### config.mk
export PLATFORM = sky130hd
export DESIGN_NAME = mc_controller
export DESIGN_NICKNAME = d
export VERILOG_FILES = /design/src/rtl/mc_controller.sv
export SDC_FILE = /design/constraint.sdc
export NUM_CORES = 1
export LEC_CHECK = 0
export BUFFER_PORTS_ARGS = -buffer_cell sky130_fd_sc_hd__buf_4
export CAP_MARGIN = 20
export CORE_ASPECT_RATIO = 0.5
export CORE_MARGIN = 4
export CORE_UTILIZATION = 52
export CTS_CLUSTER_DIAMETER = 200
export DETAILED_ROUTE_END_ITERATION = 6
export GPL_TIMING_DRIVEN = 1
export PLACE_DENSITY = 0.8
export SETUP_SLACK_MARGIN = 0.3
export SLEW_MARGIN = 25
export SYNTH_ARGS = -nofsm -noshare
export SYNTH_HDL_FRONTEND = slang
export SYNTH_SLANG_ARGS = --single-unit
### constraint.sdc
create_clock -name clk -period 1.96 [get_ports clk]
set_input_delay 0.098 -clock clk [delete_from_list [all_inputs] [get_ports clk]]
set_output_delay 0.098 -clock clk [all_outputs]
set_load 0.01 [all_outputs]
### src/rtl/mc_controller.sv
// Multicycle main controller for the extended MIPS datapath (sll, zfr, li, ble).
// Moore sequencer plus a retired-instruction counter.
module mc_controller #(
    parameter int CNT_W = 32
) (
    input  logic             clk,
    input  logic             reset,
    input  logic [5:0]       op,
    input  logic [5:0]       funct,
    input  logic             zero,
    input  logic             sign,
    output logic             pcen,
    output logic             irwrite,
    output logic             memwrite,
    output logic             regwrite,
    output logic             iord,
    output logic             memtoreg,
    output logic             regdst,
    output logic             alusrca,
    output logic [1:0]       alusrcb,
    output logic [1:0]       pcsrc,
    output logic [2:0]       alucontrol,
    output logic             illegal,
    output logic [CNT_W-1:0] instret
);

    localparam logic [5:0] OP_RTYPE = 6'b000000;
    localparam logic [5:0] OP_LW    = 6'b100011;
    localparam logic [5:0] OP_SW    = 6'b101011;
    localparam logic [5:0] OP_BEQ   = 6'b000100;
    localparam logic [5:0] OP_BLE   = 6'b000110;
    localparam logic [5:0] OP_ADDI  = 6'b001000;
    localparam logic [5:0] OP_LI    = 6'b011000;
    localparam logic [5:0] OP_J     = 6'b000010;

    localparam logic [5:0] F_ADD = 6'b100000;
    localparam logic [5:0] F_SUB = 6'b100010;
    localparam logic [5:0] F_AND = 6'b100100;
    localparam logic [5:0] F_OR  = 6'b100101;
    localparam logic [5:0] F_SLT = 6'b101010;
    localparam logic [5:0] F_SLL = 6'b000000;
    localparam logic [5:0] F_ZFR = 6'b000101;

    localparam logic [2:0] ALU_AND = 3'b000;
    localparam logic [2:0] ALU_OR  = 3'b001;
    localparam logic [2:0] ALU_ADD = 3'b010;
    localparam logic [2:0] ALU_SLL = 3'b011;
    localparam logic [2:0] ALU_ZFR = 3'b100;
    localparam logic [2:0] ALU_LI  = 3'b101;
    localparam logic [2:0] ALU_SUB = 3'b110;
    localparam logic [2:0] ALU_SLT = 3'b111;

    localparam logic [CNT_W-1:0] CNT_ONE = {{(CNT_W-1){1'b0}}, 1'b1};

    typedef enum logic [3:0] {
        S_FETCH   = 4'd0,
        S_DECODE  = 4'd1,
        S_MEMADR  = 4'd2,
        S_MEMRD   = 4'd3,
        S_MEMWB   = 4'd4,
        S_MEMWR   = 4'd5,
        S_EXECUTE = 4'd6,
        S_ALUWB   = 4'd7,
        S_BEQ     = 4'd8,
        S_BLE     = 4'd9,
        S_ADDIEX  = 4'd10,
        S_LIEX    = 4'd11,
        S_IMMWB   = 4'd12,
        S_JUMP    = 4'd13
    } state_t;

    function automatic logic funct_known(input logic [5:0] f);
        case (f)
            F_ADD, F_SUB, F_AND, F_OR, F_SLT, F_SLL, F_ZFR: funct_known = 1'b1;
            default:                                        funct_known = 1'b0;
        endcase
    endfunction

    function automatic logic [2:0] funct_alu(input logic [5:0] f);
        case (f)
            F_ADD:   funct_alu = ALU_ADD;
            F_SUB:   funct_alu = ALU_SUB;
            F_AND:   funct_alu = ALU_AND;
            F_OR:    funct_alu = ALU_OR;
            F_SLT:   funct_alu = ALU_SLT;
            F_SLL:   funct_alu = ALU_SLL;
            F_ZFR:   funct_alu = ALU_ZFR;
            default: funct_alu = ALU_ADD;
        endcase
    endfunction

    function automatic logic instr_known(input logic [5:0] o, input logic [5:0] f);
        case (o)
            OP_RTYPE:                                          instr_known = funct_known(f);
            OP_LW, OP_SW, OP_BEQ, OP_BLE, OP_ADDI, OP_LI, OP_J: instr_known = 1'b1;
            default:                                           instr_known = 1'b0;
        endcase
    endfunction

    state_t           state_r;
    state_t           state_next_s;
    logic [CNT_W-1:0] instret_r;
    logic             decode_bad_s;
    logic             retire_s;

    assign decode_bad_s = ~instr_known(op, funct);
    assign instret      = instret_r;

    // State register.
    always_ff @(posedge clk) begin
        if (!reset) begin
            state_r <= S_FETCH;
        end else begin
            state_r <= state_next_s;
        end
    end

    // Retired-instruction counter; wraps naturally.
    always_ff @(posedge clk) begin
        if (!reset) begin
            instret_r <= '0;
        end else if (retire_s) begin
            instret_r <= instret_r + CNT_ONE;
        end else begin
            instret_r <= instret_r;
        end
    end

    // Terminal states retire the instruction on the edge leaving them.
    always_comb begin
        retire_s = 1'b0;
        case (state_r)
            S_MEMWB, S_MEMWR, S_ALUWB, S_BEQ, S_BLE, S_IMMWB, S_JUMP: retire_s = 1'b1;
            default:                                                  retire_s = 1'b0;
        endcase
    end

    // Next-state logic; unknown encodings fall back to FETCH.
    always_comb begin
        state_next_s = S_FETCH;
        case (state_r)
            S_FETCH: state_next_s = S_DECODE;
            S_DECODE: begin
                if (decode_bad_s) begin
                    state_next_s = S_FETCH;
                end else begin
                    case (op)
                        OP_LW, OP_SW: state_next_s = S_MEMADR;
                        OP_RTYPE:     state_next_s = S_EXECUTE;
                        OP_BEQ:       state_next_s = S_BEQ;
                        OP_BLE:       state_next_s = S_BLE;
                        OP_ADDI:      state_next_s = S_ADDIEX;
                        OP_LI:        state_next_s = S_LIEX;
                        OP_J:         state_next_s = S_JUMP;
                        default:      state_next_s = S_FETCH;
                    endcase
                end
            end
            S_MEMADR: begin
                if (op == OP_SW) begin
                    state_next_s = S_MEMWR;
                end else begin
                    state_next_s = S_MEMRD;
                end
            end
            S_MEMRD:          state_next_s = S_MEMWB;
            S_EXECUTE:        state_next_s = S_ALUWB;
            S_ADDIEX, S_LIEX: state_next_s = S_IMMWB;
            default:          state_next_s = S_FETCH;
        endcase
    end

    // Moore output decode; reset forces every enable low immediately.
    always_comb begin
        pcen       = 1'b0;
        irwrite    = 1'b0;
        memwrite   = 1'b0;
        regwrite   = 1'b0;
        iord       = 1'b0;
        memtoreg   = 1'b0;
        regdst     = 1'b0;
        alusrca    = 1'b0;
        alusrcb    = 2'b00;
        pcsrc      = 2'b00;
        alucontrol = ALU_ADD;
        illegal    = 1'b0;
        if (!reset) begin
            pcen       = 1'b0;
            irwrite    = 1'b0;
            memwrite   = 1'b0;
            regwrite   = 1'b0;
            illegal    = 1'b0;
            alucontrol = ALU_ADD;
        end else begin
            case (state_r)
                S_FETCH: begin
                    alusrcb = 2'b01;
                    irwrite = 1'b1;
                    pcen    = 1'b1;
                end
                S_DECODE: begin
                    alusrcb = 2'b11;
                    illegal = decode_bad_s;
                end
                S_MEMADR: begin
                    alusrca = 1'b1;
                    alusrcb = 2'b10;
                end
                S_MEMRD: begin
                    iord = 1'b1;
                end
                S_MEMWB: begin
                    memtoreg = 1'b1;
                    regwrite = 1'b1;
                end
                S_MEMWR: begin
                    iord     = 1'b1;
                    memwrite = 1'b1;
                end
                S_EXECUTE: begin
                    alusrca    = 1'b1;
                    alusrcb    = 2'b00;
                    alucontrol = funct_alu(funct);
                end
                S_ALUWB: begin
                    regdst   = 1'b1;
                    regwrite = 1'b1;
                end
                S_BEQ: begin
                    alusrca    = 1'b1;
                    alucontrol = ALU_SUB;
                    pcsrc      = 2'b01;
                    pcen       = zero;
                end
                S_BLE: begin
                    alusrca    = 1'b1;
                    alucontrol = ALU_SUB;
                    pcsrc      = 2'b01;
                    pcen       = zero | sign;
                end
                S_ADDIEX: begin
                    alusrca = 1'b1;
                    alusrcb = 2'b10;
                end
                S_LIEX: begin
                    alusrca    = 1'b1;
                    alusrcb    = 2'b10;
                    alucontrol = ALU_LI;
                end
                S_IMMWB: begin
                    regwrite = 1'b1;
                end
                S_JUMP: begin
                    pcsrc = 2'b10;
                    pcen  = 1'b1;
                end
                default: begin
                    alucontrol = ALU_ADD;
                end
            endcase
        end
    end

endmodule

-- Yosys cells after proc, flatten, opt, wreduce, memory -nomap -nowiden
Index checks and enable logic that the tools add are counted.
- output and inout bits: 48
- bits of input ports: 16
- logic and storage cells: 77
- bits in registers: 36
- add/sub/neg operators: 1
- equal/unequal tests: 26
- mux-type cells: 32
- reduce and logical (&&, ||, !) cells: 14
- bitwise logic cells: 2
- operator list (operator ; number):
    $eq 6x6->1 const B ; 7
    $add 32x1->32 const B ; 1
    $pmux 4 s7 ; 1
    $eq 4x4->1 const B ; 6
    $pmux 4 s6 ; 1
    $reduce_or 7->1 ; 3
    $mux 1 ; 19
    $eq 6x3->1 const B ; 3
    $pmux 3 s6 ; 1
    $eq 4x3->1 const B ; 4
    $logic_not 6->1 ; 2
    $reduce_or 2->1 ; 5
    $pmux 3 s3 ; 1
    $eq 4x2->1 const B ; 2
    $eq 6x2->1 const B ; 1
    $eq 6x4->1 const B ; 1
    $eq 6x5->1 const B ; 1
    $mux 3 ; 2
    $pmux 2 s3 ; 1
    $reduce_or 3->1 ; 2
    $reduce_or 6->1 ; 1
    $eq 4x1->1 const B ; 1
    $logic_not 4->1 ; 1
    $mux 2 ; 2
    6 further kinds ; 6

-- Logic depth before layout (Yosys ltp)
- depth after elaboration: 7
- mapped depth: 6
- mapped depth without buffers: 5

-- Least setup slack after synthesis
Ideal clock, no wire load.
- path type: register to register
- start: reg instret_r[4], in the netlist instret[4]
- end: reg instret_r[27], in the netlist instret[27]
- arrival time: 1.696 ns
- setup time: 0.131 ns
- data required time: 1.829 ns
- clock period less this slack: 1.827 ns
- path slack: 0.133 ns
- path buffers: 1
- cell stages (with the launch flop): 6
- path through: dfxtp_1 nand4_4 or4_4 buf_6 o311ai_1 o41ai_1
- word-level cells in the longest chain between the ends: 1
- ends and longest elaborated chain (item ; line ; text):
    from (decl) ; 102 ; logic [CNT_W-1:0] instret_r;
    from (signal assigned) ; 123 ; instret_r <= instret_r + CNT_ONE;
    from (signal assigned) ; 125 ; instret_r <= instret_r;
    $add 32x1->32 ; 123 ;
No other way between the ends.
A chain may end at the register's enable or synchronous reset.

-- Final worst setup path
- start: reg state_r[3]
- end: reg instret_r[28], in the netlist instret[28]
- word-level cells in the longest chain between the ends: 3
- elaborated cells between the ends (all ways): 9
- ends and longest elaborated chain (item ; line ; text):
    from (decl) ; 100 ; state_t state_r;
    from (signal assigned) ; 114 ; state_r <= state_next_s;
    $eq 4x4->1 or $eq 4x3->1 (tied branches) ; 132 ; case (state_r)
    $reduce_or 7->1 (*) ; 132 ;
    $mux 1 (*) ; 132 ;
Every way passes the cells marked *; elsewhere a longest branch is shown, timed or not.

==> summary.txt <==
Clock network
  • Max clock buf depth: 2
  • Clock root buffer: clkbuf_8
  • Clock latency on the worst-skew pair: just under 300 ps
  • Clock input transition at the sequential cells of the worst setup and hold paths: 80 ps
  • Number of buffers added to fix hold violations after cts: 0
  • TritonCTS clock tree: done
  • Number of levels the H-tree was split into: 2
  • Number of sinks on the clock net: 36
  • Total clock buffers created by CTS: 5

Worst setup path
  • Start-to-end type of the worst setup path: reg2reg
  • Worst r2r src: state_r[3]
  • Critical Path Fanout Max: 8
  • Cell depth of the worst flop-to-flop path: 7
  • Worst Path Arrival: approximately 2100 ps
  • Startpoint of the most critical setup path: state_r[3]
  • Crit path required time: 2140 ps
  • Reg-to-reg critical path endpoint: instret[28]
  • Worst Setup Start Kind: flop
  • Worst reg-to-reg setup slack: 60 ps
  • Capturing element type of the critical path: flop

Power
  • Flop pwr share: 49.5%
  • Cell-internal power: 1.06 mW
  • Switching share of total power: 27.7%
  • Power density normalized to cell area: approximately 430 nW/um^2
  • Total power consumption of the routed design: 1.47 mW
  • Worst ir drop on vdd: 0.387 mV
  • Psw: 0.408 mW
  • Proportion of power drawn by the clock network: 36.8%
  • Comb power frac: between 10 and 15%
  • Reported leakage power: between 1 and 1.5 nW

Placed design
  • DP HPWL: around 4500 um
  • Placed Instances: 398
  • DP Area: 2860 sq um
  • Weighted congestion reported at the end of routability-driven placement: 0.870
  • Port Buf Inserts: 63

Global routing
  • Via count of the first global-routing pass: 2,391
  • Number of antenna violations at the first check in global routing: 0
  • Global-route wire length before repair: 11,500 um
  • Maximum number of pins on one net before global-route repair: 37
  • Gr ovfl total: 0
  • Global routing usage summed across all routing layers: 26.3%

Synthesis
  • Most instantiated library cell after synthesis: dfxtp_1
  • Dominant cell type by area after synthesis: dfxtp_1
  • Count of synthesis-stage warnings from yosys: 0
  • Netlist area before placement: 2270 sq um
  • Post-synth EDFFs: 0
  • Top area cells in the synthesized netlist: dfxtp_1 32%, nor2_1 4.3%, nand2b_1 4.1%, nand2_1 4.0%, a21oi_1 3.5%
  • Count of unique library cells instantiated by Yosys: 51
  • Top cell types by occurrence after synthesis: 36 x dfxtp_1, 26 x nor2_1, 24 x nand2_1
  • Fraction of registers with async set/reset: 0%
  • Synth Instances: 283
  • Mean instance size in the synthesized netlist: 8.03 sq um
  • Sequential fraction of the synthesis area: 31.7%
  • Most used flip-flop cell after synthesis: dfxtp_1
  • Post-synth net total: 300
  • Number of synthesized register bits: 36
  • Area share of the largest cell type after synthesis: 31.7%

STA
  • Number of endpoints failing setup at the final stage: 0
  • Period Utilization, post-route: 96.9%
  • Final Hold Vio Count: 0
  • Actual transition at the worst max-transition pin: 577 ps
  • Max Clock Freq: about 0.53 GHz
  • Worst slack on hold paths: about 77 ps
  • Remaining max-slew budget at the tightest pin: around three fifths
  • Setup repair after global routing missed its margin: true
  • Max-slew violation count: 0
  • Post-layout minimum cycle time: 1900 ps
  • Worst Skew: 12.8 ps

Die
  • Core region area: 4040 sq um
  • Num ports: 64
  • Starting Density: 56.2%
  • Overall die area: roughly 5600 sq um
  • Num rows: 16
  • Horizontal extent of the die: 101 um
  • Y dimension of the die: 54.7 um

Finish
  • Number of non-filler instances in the completed layout: 432
  • Number of fillers in the final layout: 226
  • Sequential standard cell area: 763 sq um
  • Post-route cell area: 3430 sq um
  • Number of diodes added for antenna fixing: 0
  • Layout cell share with drive strength beyond 1: 45.0%
  • Area of combinational cells with multiple inputs: 1680 sq um
  • Total Nets Final: 394
  • Synth-to-layout area growth: 50.8%
  • Final design utilization: a little over four fifths

Drt
  • DRC violation count after routing: 0
  • Residual antenna-violating net count after detailed routing: 0
  • Starting DRC count in detailed routing: 192
  • Pre-antenna DRT Iters: 7
  • Via count: 2,779
  • Via count normalized by instance count: 6.43
  • Drt wl/cell: 19.3 um
  • Wire length reported by the detailed router: 8340 um

Outcome
  • Run status: completed

Hold path
  • Hold Startpoint: funct[4]
  • Endpoint of the worst hold-timing path: state_r[2]
  • Type of the worst min-delay path: in2reg
  • WHS Path Cells: 2

Flow run
  • Max_cap viols: 0
sequential cells by signal, indices dropped and copies added, names as in the netlist:
name     count
state_r      4
instret     32
stage by stage:
stage | worst slack, ps | setup TNS [ps]
global route | -12.1 | -18.7
global placement | 217 | 0
detailed placement | 187 | 0
CTS | 180 | 0
floorplan | 288 | 0
finish | 60.8 | 0
layout make-up:
type	instances	share of cell area, %
repair buffers	101	23.1
well taps	54	1.97
flip-flops and latches	36	22.3
clock buffers	5	2.01
clock inverters	3	0.548
multi-input cells	222	48.9
inverters	11	1.20
worst max-delay path: stages (launching register included):
cell	delay, ps
dfxtp_4	370
buf_6	100
buf_6	100
o211ai_1	200
a2111oi_4	500
buf_6	230
nand4_1	150
mux2i_1	150
metal layers:
metal  global-route usage (%)  vias to the layer above  share of wire (%)
li1                         -                     1264                  -
met1                     33.8                     1298                 41
met2                     44.9                      181                 45
met3                     5.47                       36                 10
met4                     8.61                        0                3.7
met5                        0                        -                  0
layout by cell type (no fill, tap or decap), types with 3 or more instances in the layout:
master / Yosys / final
o21ai_0: 9 / 9
clkbuf_8: 0 / 5
nand3_1: 9 / 5
buf_4: 0 / 92
or4_1: 4 / 3
inv_1: 11 / 10
o41ai_1: 8 / 7
o311ai_1: 4 / 4
and3_1: 8 / 7
nor2_2: 0 / 3
nand2b_1: 15 / 13
nand4_1: 10 / 10
a21oi_1: 16 / 14
mux2i_1: 8 / 8
o311ai_0: 4 / 3
dfxtp_4: 0 / 8
o211ai_1: 6 / 6
nor3_1: 6 / 3
dfxtp_2: 0 / 10
and4_1: 5 / 5
dfxtp_1: 36 / 18
buf_6: 2 / 9
nand2_1: 24 / 23
nand3_2: 0 / 3
or4_4: 1 / 3
xnor2_1: 8 / 7
nor2_1: 26 / 22
or3_1: 6 / 5
cell families (layout without fill, tap and decap cells):
logic type / after synthesis / after routing / synth area share, %
fa+ha+maj: 1 / 1 / 0.551
compound gates: 68 / 68 / 22.1
mux: 8 / 8 / 3.52
buf+inv: 26 / 120 / 5.12
simple gates: 135 / 136 / 33.5
flops: 36 / 36 / 31.7
xor+xnor: 9 / 9 / 3.47
worst max-delay path by stage:
stage | depth (start not counted) | endpoint
6_report | 7 | instret[28]
5_1_grt | 6 | instret[14]
3_3_place_gp | 4 | instret[31]
4_1_cts | 4 | alucontrol[0]
3_5_place_dp | 6 | instret[11]
2_1_floorplan | 5 | instret[27]
power by group through the flow:
stage                     Clock, mW  Combinational [mW]  Sequential [mW]
after CTS                     0.535               0.169            0.727
after detailed placement          0               0.152            0.750
after global placement            0               0.148            0.750
after global routing          0.573               0.215            0.729
after floorplan                   0              0.0792            0.748
final                         0.541               0.202            0.729
what timing repair did:
action / in CTS / in global routing
setup buffers: 16 / 8
gates resized for setup: 41 / 35
endpoints found under the setup margin: 24 / 32
cloned: 2 / 0
pin swaps: 8 / 14
(Power assumes the default switching activity.)
